--- src/rtl/joy_button_ctrl_if.sv ---
// Joystick pin bundle: raw active-low DB9 lines in, conditioned joystick and button signals out.
interface joy_button_ctrl_if;
  logic [11:0] n_joy;
  logic [5:0]  joy1;
  logic [5:0]  joy2;
  logic        btn_reset;
  logic        btn_nmi;
  logic        led_hold;

  modport master (
    output n_joy,
    input  joy1, joy2, btn_reset, btn_nmi, led_hold
  );

  modport slave (
    input  n_joy,
    output joy1, joy2, btn_reset, btn_nmi, led_hold
  );
endinterface

--- src/rtl/joy_button_ctrl.sv ---
// DB9 joystick conditioner: sync + debounce, long-hold reset and NMI pulse from JOY2 fire buttons.
// Optional JOY1 autofire is built when JOY_AUTOFIRE_EN is defined.
module joy_button_ctrl #(
  parameter int unsigned C_clk_hz       = 50000000,
  parameter int unsigned C_debounce_ms  = 10,
  parameter int unsigned C_hold_ms      = 1000,
  parameter int unsigned C_pulse_cycles = 16,
  parameter int unsigned C_autofire_ms  = 50
) (
  input logic              clk_cpu,
  input logic              rst_n,
  joy_button_ctrl_if.slave bus
);

  localparam int unsigned TickDiv = (C_clk_hz / 1000 > 1) ? C_clk_hz / 1000 : 2;
  localparam int unsigned PreW    = $clog2(TickDiv);
  localparam int unsigned DbW     = $clog2(C_debounce_ms + 1);
  localparam int unsigned HoldW   = $clog2(C_hold_ms + 1);
  localparam int unsigned PulseW  = $clog2(C_pulse_cycles + 1);

  localparam logic [PreW-1:0]   PreMax    = PreW'(TickDiv - 1);
  localparam logic [DbW-1:0]    DbMax     = DbW'(C_debounce_ms);
  localparam logic [HoldW-1:0]  HoldMax   = HoldW'(C_hold_ms);
  localparam logic [PulseW-1:0] PulseLast = PulseW'(C_pulse_cycles - 1);

  typedef enum logic [1:0] {StIdle, StHold, StAssert} state_e;

  logic [11:0]     sync1_q, sync2_q, s, d_q;
  logic [PreW-1:0] pre_q;
  logic            tick;
  logic [DbW-1:0]  db_cnt_q [12];

  state_e          state_q;
  logic [HoldW-1:0] hold_cnt_q;
  logic            led_hold_q, btn_reset_q;

  logic            f1, f2, f2_q, nmi_trig, btn_nmi_q;
  logic [PulseW-1:0] nmi_cnt_q;
  logic            fire1_out;

  always_ff @(posedge clk_cpu or negedge rst_n) begin
    if (!rst_n) begin
      sync1_q <= '1;
      sync2_q <= '1;
    end else begin
      sync1_q <= bus.n_joy;
      sync2_q <= sync1_q;
    end
  end

  assign s = ~sync2_q;

  always_ff @(posedge clk_cpu or negedge rst_n) begin
    if (!rst_n)    pre_q <= '0;
    else if (tick) pre_q <= '0;
    else           pre_q <= pre_q + PreW'(1);
  end

  assign tick = (pre_q == PreMax);

  // Counter only advances while the line disagrees; any bounce back clears it.
  always_ff @(posedge clk_cpu or negedge rst_n) begin
    if (!rst_n) begin
      d_q <= '0;
      for (int i = 0; i < 12; i++) db_cnt_q[i] <= '0;
    end else begin
      for (int i = 0; i < 12; i++) begin
        if (s[i] == d_q[i]) begin
          db_cnt_q[i] <= '0;
        end else if (db_cnt_q[i] == DbMax) begin
          d_q[i]      <= s[i];
          db_cnt_q[i] <= '0;
        end else if (tick) begin
          db_cnt_q[i] <= db_cnt_q[i] + DbW'(1);
        end
      end
    end
  end

  assign f1 = d_q[11];
  assign f2 = d_q[10];

  // f1 can only be high in StIdle on the cycle it rises, so the level test acts as an edge.
  always_ff @(posedge clk_cpu or negedge rst_n) begin
    if (!rst_n) begin
      state_q     <= StIdle;
      hold_cnt_q  <= '0;
      led_hold_q  <= 1'b0;
      btn_reset_q <= 1'b0;
    end else begin
      unique case (state_q)
        StIdle: begin
          if (f1) begin
            state_q    <= StHold;
            hold_cnt_q <= '0;
            led_hold_q <= 1'b1;
          end
        end
        StHold: begin
          if (!f1) begin
            state_q    <= StIdle;
            led_hold_q <= 1'b0;
          end else if (hold_cnt_q == HoldMax) begin
            state_q     <= StAssert;
            led_hold_q  <= 1'b0;
            btn_reset_q <= 1'b1;
          end else if (tick) begin
            hold_cnt_q <= hold_cnt_q + HoldW'(1);
          end
        end
        StAssert: begin
          if (!f1) begin
            state_q     <= StIdle;
            btn_reset_q <= 1'b0;
          end
        end
        default: state_q <= StIdle;
      endcase
    end
  end

  // ~f1 drops an f2 edge that coincides with the f1 rise.
  assign nmi_trig = f2 & ~f2_q & ~f1 & (state_q == StIdle);

  always_ff @(posedge clk_cpu or negedge rst_n) begin
    if (!rst_n) begin
      f2_q      <= 1'b0;
      btn_nmi_q <= 1'b0;
      nmi_cnt_q <= '0;
    end else begin
      f2_q <= f2;
      if (btn_nmi_q) begin
        if (nmi_cnt_q == PulseLast) btn_nmi_q <= 1'b0;
        else                        nmi_cnt_q <= nmi_cnt_q + PulseW'(1);
      end else if (nmi_trig) begin
        btn_nmi_q <= 1'b1;
        nmi_cnt_q <= '0;
      end
    end
  end

`ifdef JOY_AUTOFIRE_EN
  localparam int unsigned AfW = $clog2(C_autofire_ms + 1);
  localparam logic [AfW-1:0] AfLast = AfW'(C_autofire_ms - 1);

  logic           af_held_q, af_phase_q;
  logic [AfW-1:0] af_cnt_q;

  always_ff @(posedge clk_cpu or negedge rst_n) begin
    if (!rst_n) begin
      af_held_q  <= 1'b0;
      af_phase_q <= 1'b0;
      af_cnt_q   <= '0;
    end else if (!d_q[4]) begin
      af_held_q  <= 1'b0;
      af_phase_q <= 1'b0;
      af_cnt_q   <= '0;
    end else if (!af_held_q) begin
      af_held_q  <= 1'b1;
      af_phase_q <= 1'b1;
      af_cnt_q   <= '0;
    end else if (tick) begin
      if (af_cnt_q == AfLast) begin
        af_cnt_q   <= '0;
        af_phase_q <= ~af_phase_q;
      end else begin
        af_cnt_q <= af_cnt_q + AfW'(1);
      end
    end
  end

  // High on the very first held cycle, before the phase register catches up.
  assign fire1_out = d_q[4] & (~af_held_q | af_phase_q);
`else
  logic unused_af_cfg;
  assign unused_af_cfg = ^C_autofire_ms;
  assign fire1_out     = d_q[4];
`endif

  assign bus.joy1      = {d_q[5], fire1_out, d_q[3:0]};
  assign bus.joy2      = d_q[11:6];
  assign bus.btn_reset = btn_reset_q;
  assign bus.btn_nmi   = btn_nmi_q;
  assign bus.led_hold  = led_hold_q;

endmodule

--- src/flat_wrapper.sv ---
// flat-port wrapper written by rule: the top's interface ports become plain ports
module joy_button_ctrl_flat 
#(
  parameter int unsigned C_clk_hz       = 50000000,
  parameter int unsigned C_debounce_ms  = 10,
  parameter int unsigned C_hold_ms      = 1000,
  parameter int unsigned C_pulse_cycles = 16,
  parameter int unsigned C_autofire_ms  = 50
)
  (clk_cpu, rst_n, bus_n_joy, bus_joy1, bus_joy2, bus_btn_reset, bus_btn_nmi, bus_led_hold);
  joy_button_ctrl_if bus_i ();
  input logic clk_cpu;
  input logic rst_n;
  input wire logic [$bits(bus_i.n_joy)-1:0] bus_n_joy;
  output wire logic [$bits(bus_i.joy1)-1:0] bus_joy1;
  output wire logic [$bits(bus_i.joy2)-1:0] bus_joy2;
  output wire logic [$bits(bus_i.btn_reset)-1:0] bus_btn_reset;
  output wire logic [$bits(bus_i.btn_nmi)-1:0] bus_btn_nmi;
  output wire logic [$bits(bus_i.led_hold)-1:0] bus_led_hold;
  assign bus_i.n_joy = bus_n_joy;
  assign bus_joy1 = bus_i.joy1;
  assign bus_joy2 = bus_i.joy2;
  assign bus_btn_reset = bus_i.btn_reset;
  assign bus_btn_nmi = bus_i.btn_nmi;
  assign bus_led_hold = bus_i.led_hold;
  joy_button_ctrl #(.C_clk_hz(C_clk_hz), .C_debounce_ms(C_debounce_ms), .C_hold_ms(C_hold_ms), .C_pulse_cycles(C_pulse_cycles), .C_autofire_ms(C_autofire_ms)) u_core (.clk_cpu(clk_cpu), .rst_n(rst_n), .bus(bus_i));
endmodule
--- config.mk ---
export PLATFORM = sky130hd
export DESIGN_NAME = joy_button_ctrl_flat
export DESIGN_NICKNAME = d
export VERILOG_FILES = /design/src/rtl/joy_button_ctrl_if.sv /design/src/rtl/joy_button_ctrl.sv /design/src/flat_wrapper.sv
export SDC_FILE = /design/constraint.sdc
export NUM_CORES = 1
export LEC_CHECK = 0
export CELL_PAD_IN_SITES_DETAIL_PLACEMENT = 1
export CELL_PAD_IN_SITES_GLOBAL_PLACEMENT = 2
export CORE_MARGIN = 4
export CORE_UTILIZATION = 38
export CTS_CLUSTER_DIAMETER = 150
export DETAILED_ROUTE_END_ITERATION = 12
export PLACE_DENSITY_LB_ADDON = 0.1
export SLEW_MARGIN = 20
export SYNTH_ARGS = -nofsm -noshare
export SYNTH_HDL_FRONTEND = slang
export SYNTH_SLANG_ARGS = --single-unit
--- constraint.sdc ---
create_clock -name clk_cpu -period 2.95 [get_ports clk_cpu]
set_clock_uncertainty 0.15 [all_clocks]
set_input_delay 0.295 -clock clk_cpu [delete_from_list [all_inputs] [get_ports clk_cpu]]
set_output_delay 0.295 -clock clk_cpu [all_outputs]
set_load 0.005 [all_outputs]
== Word level (Yosys, flattened, before mapping) ==
Cells that the tools add are included.
Storage, ports and cells
  register bits after elaboration: 121
  input port bits: 14
  word-level logic and storage cells: 198
Operators by class
  add/sub/neg operators: 15
  equality and inequality tests: 37
  multiplexer cells: 61
  bitwise logic cells: 18
  reduce and logical (&&, ||, !) cells: 33
Operators by type and width (count)
  two-way mux 4 bit: 36
  adder 4 x 1 -> 4 bit, second input constant: 12
  equality test 4 bit, second input constant: 12
  two-way mux 10 bit: 4
  nonzero test 3 bit: 12
  AND reduction 2 bit: 13
  one-hot mux 10 bit (2 select lines): 1
  adder 16 x 1 -> 16 bit, second input constant: 1
  equality test 16 bit, second input constant: 1
  two-way mux 16 bit: 1
  two-way mux 5 bit: 3
  inverter 1 bit: 14
  equality test 1 bit: 12
  inverter 12 bit: 1
  adder 10 x 1 -> 10 bit, second input constant: 1
  equality test 10 bit, second input constant: 1
  two-way mux 1 bit: 9
  two-way mux 2 bit: 4
  != test 2 x 1 -> 1 bit, second input constant: 4
  != test 2 bit, second input constant: 3
  one-hot mux 2 bit (3 select lines): 1
  AND reduction 3 bit: 2
  nonzero test 2 bit: 3
  adder 5 x 1 -> 5 bit, second input constant: 1
  other kinds (9): 12

== Depth between registers and ports, before layout ==
Gate-level depths: netlist of run 1.
  word-level depth: 6
  depth in mapped cells: 8

== Worst setup path after synthesis of run 1 ==
No wires, ideal clock.
  path type: register to register
  from: register u_core.pre_q[12]
  to: register u_core.hold_cnt_q[7]
  setup time: 128 ps
  arrival time: 1705 ps
  setup slack: 966 ps
  cell stages (with the launch flop): 8
  buffers on the path: 2
  clock period less this slack: 1984 ps
  cells stage by stage: dfrtp_1 > or3_4 > nor4_4 > buf_6 > buf_4 > a41oi_1 > o21ai_0 > o31ai_1
Between the ends
  cells in the longest elaborated chain, start to end: 3
RTL lines
  start, declared: line joy_button_ctrl.sv:29  | logic [PreW-1:0] pre_q;
  start signal, assigned: line joy_button_ctrl.sv:56  | else pre_q <= pre_q + PreW'(1);
  equality test 16 bit: line joy_button_ctrl.sv:59  | assign tick = (pre_q == PreMax);
  != test 2 x 1 -> 1 bit (no line)
  AND reduction 5 bit (no line)
  end signal, assigned: line joy_button_ctrl.sv:108  | hold_cnt_q <= hold_cnt_q + HoldW'(1);
  end, declared: line joy_button_ctrl.sv:34  | logic [HoldW-1:0] hold_cnt_q;
Every way passes these cells.
A chain may end at the register's enable or synchronous reset.

== Worst setup path in the final report of run 1 ==
  from: register u_core.pre_q[0]
  to: register u_core.hold_cnt_q[3]
Same word-level chain as after synthesis.

==> results.yml, run 1 <==
critical_path:
  rr_endpoint: "u_core.hold_cnt_q[3]"
  crit_path_start_kind: "flip-flop"
  required_ns: 3.14
  regToRegStartpoint: "u_core.pre_q[0]"
  cp_top_family: "simple AND/OR/NAND/NOR gates"
  r2r_cells: 6
  cp.arrival_ns: 2.59
  crit_chain: "ha_1 -> nand4b_1 -> nor4_4 -> nand4_1 -> or3b_1 -> nand2_1"
  worst-r2r-setup-slack_ns: 0.55
  critical_path.slowest_cell: "nor4_4"
  path_max_fanout: 11
  crit_buf_inv: 0
  critical-path-max-stage-delay_ns: 0.51
  end_kind: "flip-flop"
  crit_type: "reg2reg"
synth:
  ys_warn_count: 0
  yosysSeqAreaShare: 0.556
  syn_inst: 520
  netlist_area_mm2: 0.00550
  synth.distinct_cells: 41
  yosysTopAreaCell: "dfrtp_1"
  synth-seq-cells: 121
  yosys.area.top_type_share: 0.441
  syn_nets: 563
  synth_area_leaders: "dfrtp_1 44%, dfstp_2 11%, ha_1 6.6%, xor2_1 5.7%, nand2_1 5.7%"
  avgSynthCellArea_um2: 10.6
worst_hold_path:
  hp-class: "in2reg"
  holdPathEnd: "u_core.sync1_q[5]"
  hold_path_depth: 1
  min-delay-start: "bus_n_joy[5]"
grt:
  first_global_vias: 4145
  met2_usage: 0.241
  grt_start_max_net_pins: 122
  grt_pass1_wl_um: 19600
  grt_overflow: 0
  grtUsageTotal: 0.148
  busiest_layer: "met2"
  antenna_found_initial: 0
  gr-usage-met3: 0.0463
  global_route.usage.met1: 0.186
sta:
  fin_ws_ns: 0.552
  rsz0062_at_grt: "false"
  hold_ws_ns: 0.137
  period_share: 0.813
  worst_pin_slew_ns: 0.721
  hold_violations: 0
  slew_headroom: 0.520
  tns_ns: 0
  max_freq_mhz: 417
  min_period_ns: 2.40
  slew_violations: 0
  setup_viol: 0
clock_tree:
  clock-sinks: 121
  post_cts_resized: 0
  post_cts_buffers: 0
  tritoncts: "yes"
  clock_latency_ns: 0.41
  cts_made_buffers: 17
  htree_levels: 4
  clockRootBuffer: "clkbuf_16"
  cts_buffer_depth: 2
  clk_pin_slew_ns: 0.05
outcome:
  outcome: "finished, final reports clean"
pwr:
  peakVddDrop_mv: 0.482
  power_density_mw_per_mm2: 565
  finalPower_mw: 3.70
  leakagePower_nw: 2.86
layout:
  drive_gt1_frac: 0.115
  layout-area-overhead-vs-synth_pct: 19.1
  nNetsFinal: 604
  postLayoutCoreUtil: 0.467
  n_antenna_cell: 0
placed_design:
  pre_cts_slack_ns: 0.517
  numPortBuffers: 28
  gp_congestion: 0.736
  dp_hpwl_um: 7120
die:
  die-area_mm2: 0.0165
  ios: 29
  core_area_mm2: 0.0140
  rows: 43
  initial_core_util: 0.392
  die_y_um: 128
  dieWidth_um: 128
routing:
  vias: 3815
  drc: 0
  ant_nets: 0
  wl_per_cell_um: 14.4
  drtIter0Drc: 198
  routed_wl_um: 10800
  viasPerCell: 5.06
  first_pass_iters: 4
job:
  maxCapViolCount: 0
[power by group]
group | leakage (nW) | internal [mW] | total (mW) | switching [mW]
sequential | 1.59 | 1.69 | 1.70 | 0.00842
combinational | 1.00 | 0.0254 | 0.0708 | 0.0454
clock | 0.266 | 1.22 | 1.93 | 0.713
[cell usage after synthesis (all sizes together)]
master and n:
and3 6, or3b 1, nor2b 3, inv 21, buf 8, a31oi 2
nand3 9, dfrtp 97, nor2 41, o21ai 23, or3 1, xor2 36
and2 3, or2 2, nand4 21, nor3b 1, or4 1, a22o 2
a21oi 30, mux2i 3, nand3b 12, mux2 2, ha 29, xnor2 15
o22ai 3, nand4bb 1, o31ai 4, nor3 4, dfstp 24, or4b 1
a41oi 2, o21a 1, nor4 3, nand2 83, clkbuf 5, nand4b 2
nand2b 18
[cell type report]
| type | instances | area (um2) |
|---|---|---|
| clock buffer | 24 | 482 |
| timing repair buffer | 35 | 345 |
| tap | 180 | 225 |
| sequential | 121 | 3060 |
| inverter | 21 | 78.8 |
| clock inverter | 8 | 72.6 |
| multi-input combinational | 365 | 2290 |
| fill | 1554 | 7490 |
[per-layer routing]
layer	up-vias	wire, um
met5	-	0
met4	0	148
met3	12	326
met2	35	5350
met1	1937	5000
li1	1831	-
[per-stage QoR]
step	std cells	cell area, um2
5_1_grt	754	6550
3_3_place_gp	721	5990
4_1_cts	754	6550
2_1_floorplan	520	5500
6_report	754	6550
3_5_place_dp	721	5990
[sequential cells by signal, indices dropped and copies added (netlist names)]
signal / count
u_core.db_cnt_q: 48
u_core.pre_q: 16
u_core.d_q: 12
u_core.sync1_q: 12
u_core.sync2_q: 12
u_core.hold_cnt_q: 10
u_core.nmi_cnt_q: 5
u_core.state_q: 2
u_core.bus.btn_nmi: 1
u_core.bus.btn_reset: 1
u_core.bus.led_hold: 1
u_core.f2_q: 1
[worst max path at each step]
stage | start | endpoint | slack [ns] | cells past startpoint
floorplan | u_core.pre_q[12] | u_core.hold_cnt_q[7] | 0.97 | 7
global placement | u_core.pre_q[12] | u_core.hold_cnt_q[3] | 0.60 | 5
detailed placement | u_core.pre_q[0] | u_core.hold_cnt_q[3] | 0.52 | 6
CTS | u_core.pre_q[0] | u_core.hold_cnt_q[3] | 0.52 | 6
global route | u_core.pre_q[0] | u_core.db_cnt_q[31] | 0.35 | 7
finish | u_core.pre_q[0] | u_core.hold_cnt_q[3] | 0.55 | 6
[layout by cell type (no fill, tap or decap), types with 3 or more instances in the layout]
cell / instances
nand4_1: 21
xor2_1: 36
clkbuf_1: 4
and2_1: 3
o22ai_1: 3
clkinvlp_4: 3
clkbuf_16: 17
nor3_1: 4
mux2i_1: 3
nand3_1: 9
buf_4: 6
clkbuf_8: 3
o21ai_0: 23
clkinv_2: 4
xnor2_1: 15
a21oi_1: 30
clkdlybuf4s50_1: 27
nor2_1: 41
dfstp_2: 24
nand3b_1: 12
and3_1: 6
dfrtp_1: 97
nand2_1: 83
nor2b_1: 3
o31ai_1: 4
inv_1: 21
ha_1: 29
nand2b_1: 18
[cell families (layout without fill, tap and decap cells)]
group,Yosys count,in the layout,share of synthesized area
fa+ha+maj,29,29,0.0660
flops,121,121,0.556
simple gates,213,213,0.193
xor+xnor,51,51,0.0812
compound gates,67,67,0.0671
buf+inv,34,88,0.0277
mux,5,5,0.00955
[timing repair]
item | 4_1_cts | 5_1_grt
hold buffers | 1 | 0
endpoints found under the setup margin | 0 | 0
endpoints found under the hold margin | 97 | 0
[worst register-to-register path, cell delays in order (launching register included)]
cell      delay, ns
dfrtp_1        0.39
ha_1           0.25
nand4b_1       0.21
nor4_4         0.51
nand4_1        0.32
or3b_1         0.44
nand2_1        0.07
Power figures use the tool's default switching activity.
==> run 2: changes to the inputs <==
--- a/config.mk
+++ b/config.mk
@@ -8,7 +8,7 @@
 export CELL_PAD_IN_SITES_DETAIL_PLACEMENT = 1
 export CELL_PAD_IN_SITES_GLOBAL_PLACEMENT = 2
 export CORE_MARGIN = 4
-export CORE_UTILIZATION = 38
+export CORE_UTILIZATION = 36
 export CTS_CLUSTER_DIAMETER = 150
 export DETAILED_ROUTE_END_ITERATION = 12
 export PLACE_DENSITY_LB_ADDON = 0.1
==> constraint.sdc (replaced) <==
create_clock -name clk_cpu -period 2 [get_ports clk_cpu]
set_clock_uncertainty 0.15 [all_clocks]
set_input_delay 0.2 -clock clk_cpu [delete_from_list [all_inputs] [get_ports clk_cpu]]
set_output_delay 0.2 -clock clk_cpu [all_outputs]
set_load 0.005 [all_outputs]
==> run 2 against run 1 <==
Routed wire length increased by 12%; worst setup slack got worse by 0.59 ns; critical path type unchanged; sequential share of layout area decreased by 4.0 points; via count increased by 5.5%; largest power group unchanged; die area increased by 5.2%; the run now ends with setup timing left; non-clock buffer count increased by 48; sequential cell count unchanged.
==> results.yml, run 2 (same netlist as run 1, synthesis figures left out) <==
outcome:
  outcome: "complete, but fails checks"
  failed_checks: "setup timing"
critical_path:
  crit_chain: "or3_4 -> nor4_4 -> buf_6 -> nand4_1 -> or3b_1 -> nand2_1"
  critical_path.slowest_cell: "or3_4"
  end_kind: "flip-flop"
  critical-path-max-stage-delay_ns: 0.40
  path_max_fanout: 8
  worst-r2r-setup-slack_ns: -0.04
  crit_path_start_kind: "flip-flop"
  required_ns: 2.21
  cp.arrival_ns: 2.24
  crit_type: "reg2reg"
grt:
  antenna_found_initial: 0
  grt_start_max_net_pins: 34
  grt_overflow: 0
  grt_pass1_wl_um: 20800
  first_global_vias: 4336
  grtUsageTotal: 0.147
pwr:
  power_density_mw_per_mm2: 767
  peakVddDrop_mv: 0.541
  finalPower_mw: 5.49
  leakagePower_nw: 3.18
clock_tree:
  clk_pin_slew_ns: 0.05
  htree_levels: 4
  tritoncts: "yes"
  cts_made_buffers: 17
  cts_buffer_depth: 2
  clockRootBuffer: "clkbuf_16"
  clock-sinks: 121
  clock_latency_ns: 0.42
job:
  maxCapViolCount: 0
routing:
  first_pass_iters: 4
  drc: 0
  drtIter0Drc: 139
  viasPerCell: 5.00
  wl_per_cell_um: 15.1
  ant_nets: 0
  vias: 4026
  routed_wl_um: 12100
die:
  ios: 29
  die_y_um: 132
  die-area_mm2: 0.0173
  dieWidth_um: 132
  core_area_mm2: 0.0148
  initial_core_util: 0.373
  rows: 44
sta:
  fin_ws_ns: -0.0360
  min_period_ns: 2.04
  hold_violations: 0
  max_freq_mhz: 491
  worst_pin_slew_ns: 0.436
  setup_viol: 3
  slew_headroom: 0.710
  period_share: 1.02
  slew_violations: 0
  rsz0062_at_grt: "true"
layout:
  top_register: "u_core.db_cnt_q"
  reg_top3: "u_core.db_cnt_q (48), u_core.pre_q (16)"
  drive_gt1_frac: 0.219
  design_area_mm2: 0.00716
  final_common_cell: "dfrtp_1"
  largest_reg_flops: 48
  n_antenna_cell: 0
  mostFrequentLayoutCells: "97 x dfrtp_1, 80 x nand2_1, 42 x buf_4, 41 x nor2_1, 36 x xor2_1"
  nNetsFinal: 652
  layout-area-overhead-vs-synth_pct: 30.2
placed_design:
  numPortBuffers: 28
  dpl-instance-area_mm2: 0.00627
  pre_cts_slack_ns: -0.0396
  gp_congestion: 0.751
  dp_hpwl_um: 7710
worst_hold_path:
  hp-class: "in2reg"
-- run 2: cell types whose count changed in the layout (fill, tap and decap cells not counted), moves of 4 or more --
cell / change
buf_4: +36
buf_6: +4
a21oi_2: +6
o21ai_0: -4
a21oi_1: -6
-- run 2: power by group --
group          switching, mW  total [mW]  internal, mW
combinational         0.0724       0.116        0.0440
clock                   1.09        2.87          1.77
sequential            0.0117        2.51          2.49
total                   1.18        5.49          4.31
-- run 2: cell type report --
cell class	count	area, um2
fillers	1626	7590
flip-flops and latches	121	3060
multi-input cells	365	2390
repair buffers	83	843
clock buffers	26	519
well taps	184	230
inverters	21	78.8
clock inverters	6	37.5
-- run 2: worst max-delay path: cells and delay by family (launching register included) --
kind / cells / cell delay, ns
buffers and inverters: 1 / 0.18
DFF: 1 / 0.37
and+or+nand+nor: 5 / 1.28
-- run 2: layer usage --
layer  GRT usage  vias to the layer above  routed length (um)
met5           0                        -                   0
met1       0.181                     2022                5610
li1            -                     1933                   -
met3      0.0420                       18                 323
met2       0.242                       53                5960
met4      0.0595                        0                 254
-- run 2: worst paths after layout --
kind / from / end / cells past startpoint
min in group asynchronous: rst_n / u_core.hold_cnt_q[0] / 2
worst min register to register: u_core.sync1_q[10] / u_core.sync2_q[10] / 0
worst max-delay path: u_core.pre_q[12] / u_core.hold_cnt_q[3] / 6
worst max register to register: u_core.pre_q[12] / u_core.hold_cnt_q[3] / 6
worst min-delay path: bus_n_joy[4] / u_core.sync1_q[4] / 1
max in group asynchronous: rst_n / u_core.sync1_q[5] / 3
-- run 2: stage by stage --
stage,setup TNS (ns),cells,hold slack (ns),utilization
floorplan,0,520,-0.246,-
global placement,0,759,0.0207,0.425
detailed placement,-0.121,759,0.0225,0.425
CTS,-0.0398,795,0.0161,0.468
global route,-1.61,806,0.0113,0.485
finish,-0.0781,806,0.0328,0.485
-- run 2: timing repair --
action / 4_1_cts / 5_1_grt
gates cloned: 1 / 3
resized for setup: 3 / 33
endpoints found under the hold margin: 88 / 0
hold buffers: 1 / 0
buffers inserted: 2 / 8
pin swaps: 7 / 18
endpoints found under the setup margin: 12 / 59
==> run 3: changes to the inputs <==
--- a/config.mk
+++ b/config.mk
@@ -8,9 +8,10 @@
 export CELL_PAD_IN_SITES_DETAIL_PLACEMENT = 1
 export CELL_PAD_IN_SITES_GLOBAL_PLACEMENT = 2
 export CORE_MARGIN = 4
-export CORE_UTILIZATION = 36
+export CORE_UTILIZATION = 25
 export CTS_CLUSTER_DIAMETER = 150
 export DETAILED_ROUTE_END_ITERATION = 12
+export GPL_ROUTABILITY_DRIVEN = 0
 export PLACE_DENSITY_LB_ADDON = 0.1
 export SLEW_MARGIN = 20
 export SYNTH_ARGS = -nofsm -noshare
==> run 3 against run 2 <==
Via count decreased by 1.7%; critical path type unchanged; the run still ends with setup timing left; global-route usage shrank 4.0 points; core utilization fell by 15 points; critical path depth rose by 1.
==> results.yml, run 3 (same netlist as run 1, synthesis figures left out) <==
outcome:
  failed_checks: "setup timing"
  outcome: "complete, but fails checks"
sta:
  slew_headroom: 0.732
  worst_pin_slew_ns: 0.402
  fin_ws_ns: -0.000501
  period_share: 1.00
  hold_violations: 0
  min_period_ns: 2.00
  max_freq_mhz: 500
  rsz0062_at_grt: "true"
  tns_ns: -0.000501
  slew_violations: 0
  setup_viol: 1
layout:
  layout-area-overhead-vs-synth_pct: 32.2
  nNetsFinal: 660
  largest_reg_flops: 48
  drive_gt1_frac: 0.222
  final_common_cell: "dfrtp_1"
  instances_no_fill: 910
  fillers: 2424
  top_register: "u_core.db_cnt_q"
  n_antenna_cell: 0
  mostFrequentLayoutCells: "97 x dfrtp_1, 81 x nand2_1, 54 x buf_4, 41 x nor2_1, 36 x xor2_1"
  reg_top3: "u_core.db_cnt_q (48), u_core.pre_q (16)"
critical_path:
  crit_buf_inv: 2
  required_ns: 2.14
  critical-path-max-stage-delay_ns: 0.37
  cp_top_family: "flip-flops"
  cp.arrival_ns: 2.14
  end_kind: "flip-flop"
  crit_path_start_kind: "flip-flop"
  path_max_fanout: 4
  crit_type: "reg2reg"
  path_common_cell: "buf_4"
  crit_chain: "buf_4 -> buf_4 -> ha_1 -> and3_1 -> nand4_1 -> mux2_2 -> a22o_1"
  critical_path.slowest_cell: "dfrtp_1"
die:
  ios: 29
  core_area_mm2: 0.0218
  dieWidth_um: 156
  initial_core_util: 0.253
  rows: 54
  die-area_mm2: 0.0244
  die_y_um: 156
routing:
  drtIter0Drc: 93
  viasPerCell: 4.35
  first_pass_iters: 4
  wl_per_cell_um: 13.3
  routed_wl_um: 12100
  vias: 3956
  drc: 0
  ant_nets: 0
clock_tree:
  clock_latency_ns: 0.41
  cts_made_buffers: 17
  tritoncts: "yes"
  clockRootBuffer: "clkbuf_16"
  clock-sinks: 121
  cts_buffer_depth: 2
  clk_pin_slew_ns: 0.06
  htree_levels: 4
grt:
  grtUsageTotal: 0.106
  first_global_vias: 4362
  grt_start_max_net_pins: 52
  grt_overflow: 0
  grt_pass1_wl_um: 21100
  antenna_found_initial: 0
placed_design:
  dp_cells: 865
  dp_hpwl_um: 8240
  numPortBuffers: 28
worst_hold_path:
  hp-class: "in2reg"
pwr:
  peakVddDrop_mv: 0.471
  leakagePower_nw: 3.20
  power_density_mw_per_mm2: 794
job:
  maxCapViolCount: 0
[run 3: cell count changes in the layout (fill, tap and decap cells not counted), sizes merged]
cell / before / now
buf: 51 / 63
bufbuf: 1 / 0
bufinv: 0 / 3
clkinv: 3 / 4
clkbuf: 29 / 24
clkinvlp: 3 / 1
[run 3: per-layer routing]
layer  part of all wire  GRT usage  wire [um]  up-vias
met1               0.48      0.141       5870     1957
met3              0.022     0.0260        270       14
li1                   -          -          -     1948
met4              0.015     0.0409        180        0
met5                  0          0          0        -
met2               0.48      0.169       5810       37
[run 3: worst paths after layout]
kind	startpoint	endpoint	cells past startpoint	slack (ns)
setup / recovery	u_core.hold_cnt_q[0]	u_core.hold_cnt_q[6]	7	-0.0005
hold / removal	bus_n_joy[3]	u_core.sync1_q[3]	1	0.04
setup reg to reg	u_core.hold_cnt_q[0]	u_core.hold_cnt_q[6]	7	-0.0005
hold reg to reg	u_core.sync1_q[8]	u_core.sync2_q[8]	0	0.21
max in group asynchronous	rst_n	u_core.sync2_q[11]	3	0.91
min in group asynchronous	rst_n	u_core.d_q[0]	2	0.12
[run 3: area by class of cell]
| cell class | instances | area [um2] | share of cell area |
|---|---|---|---|
| inverters | 21 | 78.8 | 0.0108 |
| repair buffers | 91 | 820 | 0.113 |
| flip-flops and latches | 121 | 3060 | 0.421 |
| multi-input cells | 365 | 2360 | 0.325 |
| clock buffers | 24 | 482 | 0.0663 |
| well taps | 280 | 350 | 0.0482 |
| clock inverters | 8 | 121 | 0.0167 |
[run 3: power by group]
group	internal, mW	total, mW	switching (mW)	leakage, nW
Clock	2.06	3.15	1.10	0.294
Sequential	2.49	2.51	0.0115	1.59
Combinational	0.0415	0.114	0.0728	1.32
Total	4.59	5.77	1.18	3.20
[run 3: per-stage QoR]
stage / area, um2 / power, mW / utilization / setup slack (ns) / hold slack, ns
floorplan: 5500 / 2.57 / - / 0.0163 / -0.246
global placement: 6480 / 2.67 / 0.298 / 0.00964 / 0.0159
detailed placement: 6480 / 2.67 / 0.298 / -0.0143 / 0.0165
CTS: 7100 / 5.89 / 0.326 / -0.00862 / 0.0207
global route: 7270 / 6.03 / 0.334 / -0.114 / 0.0179
finish: 7270 / 5.77 / 0.334 / -0.000501 / 0.0417
[run 3: timing repair]
action                                 CTS  global route
hold buffers                             1             0
pin swaps                                0             9
endpoints found under the hold margin   64             0
setup endpoints to repair                6            59
gates resized for setup                  3            26
gates cloned                             0             1
setup buffers                            0            11
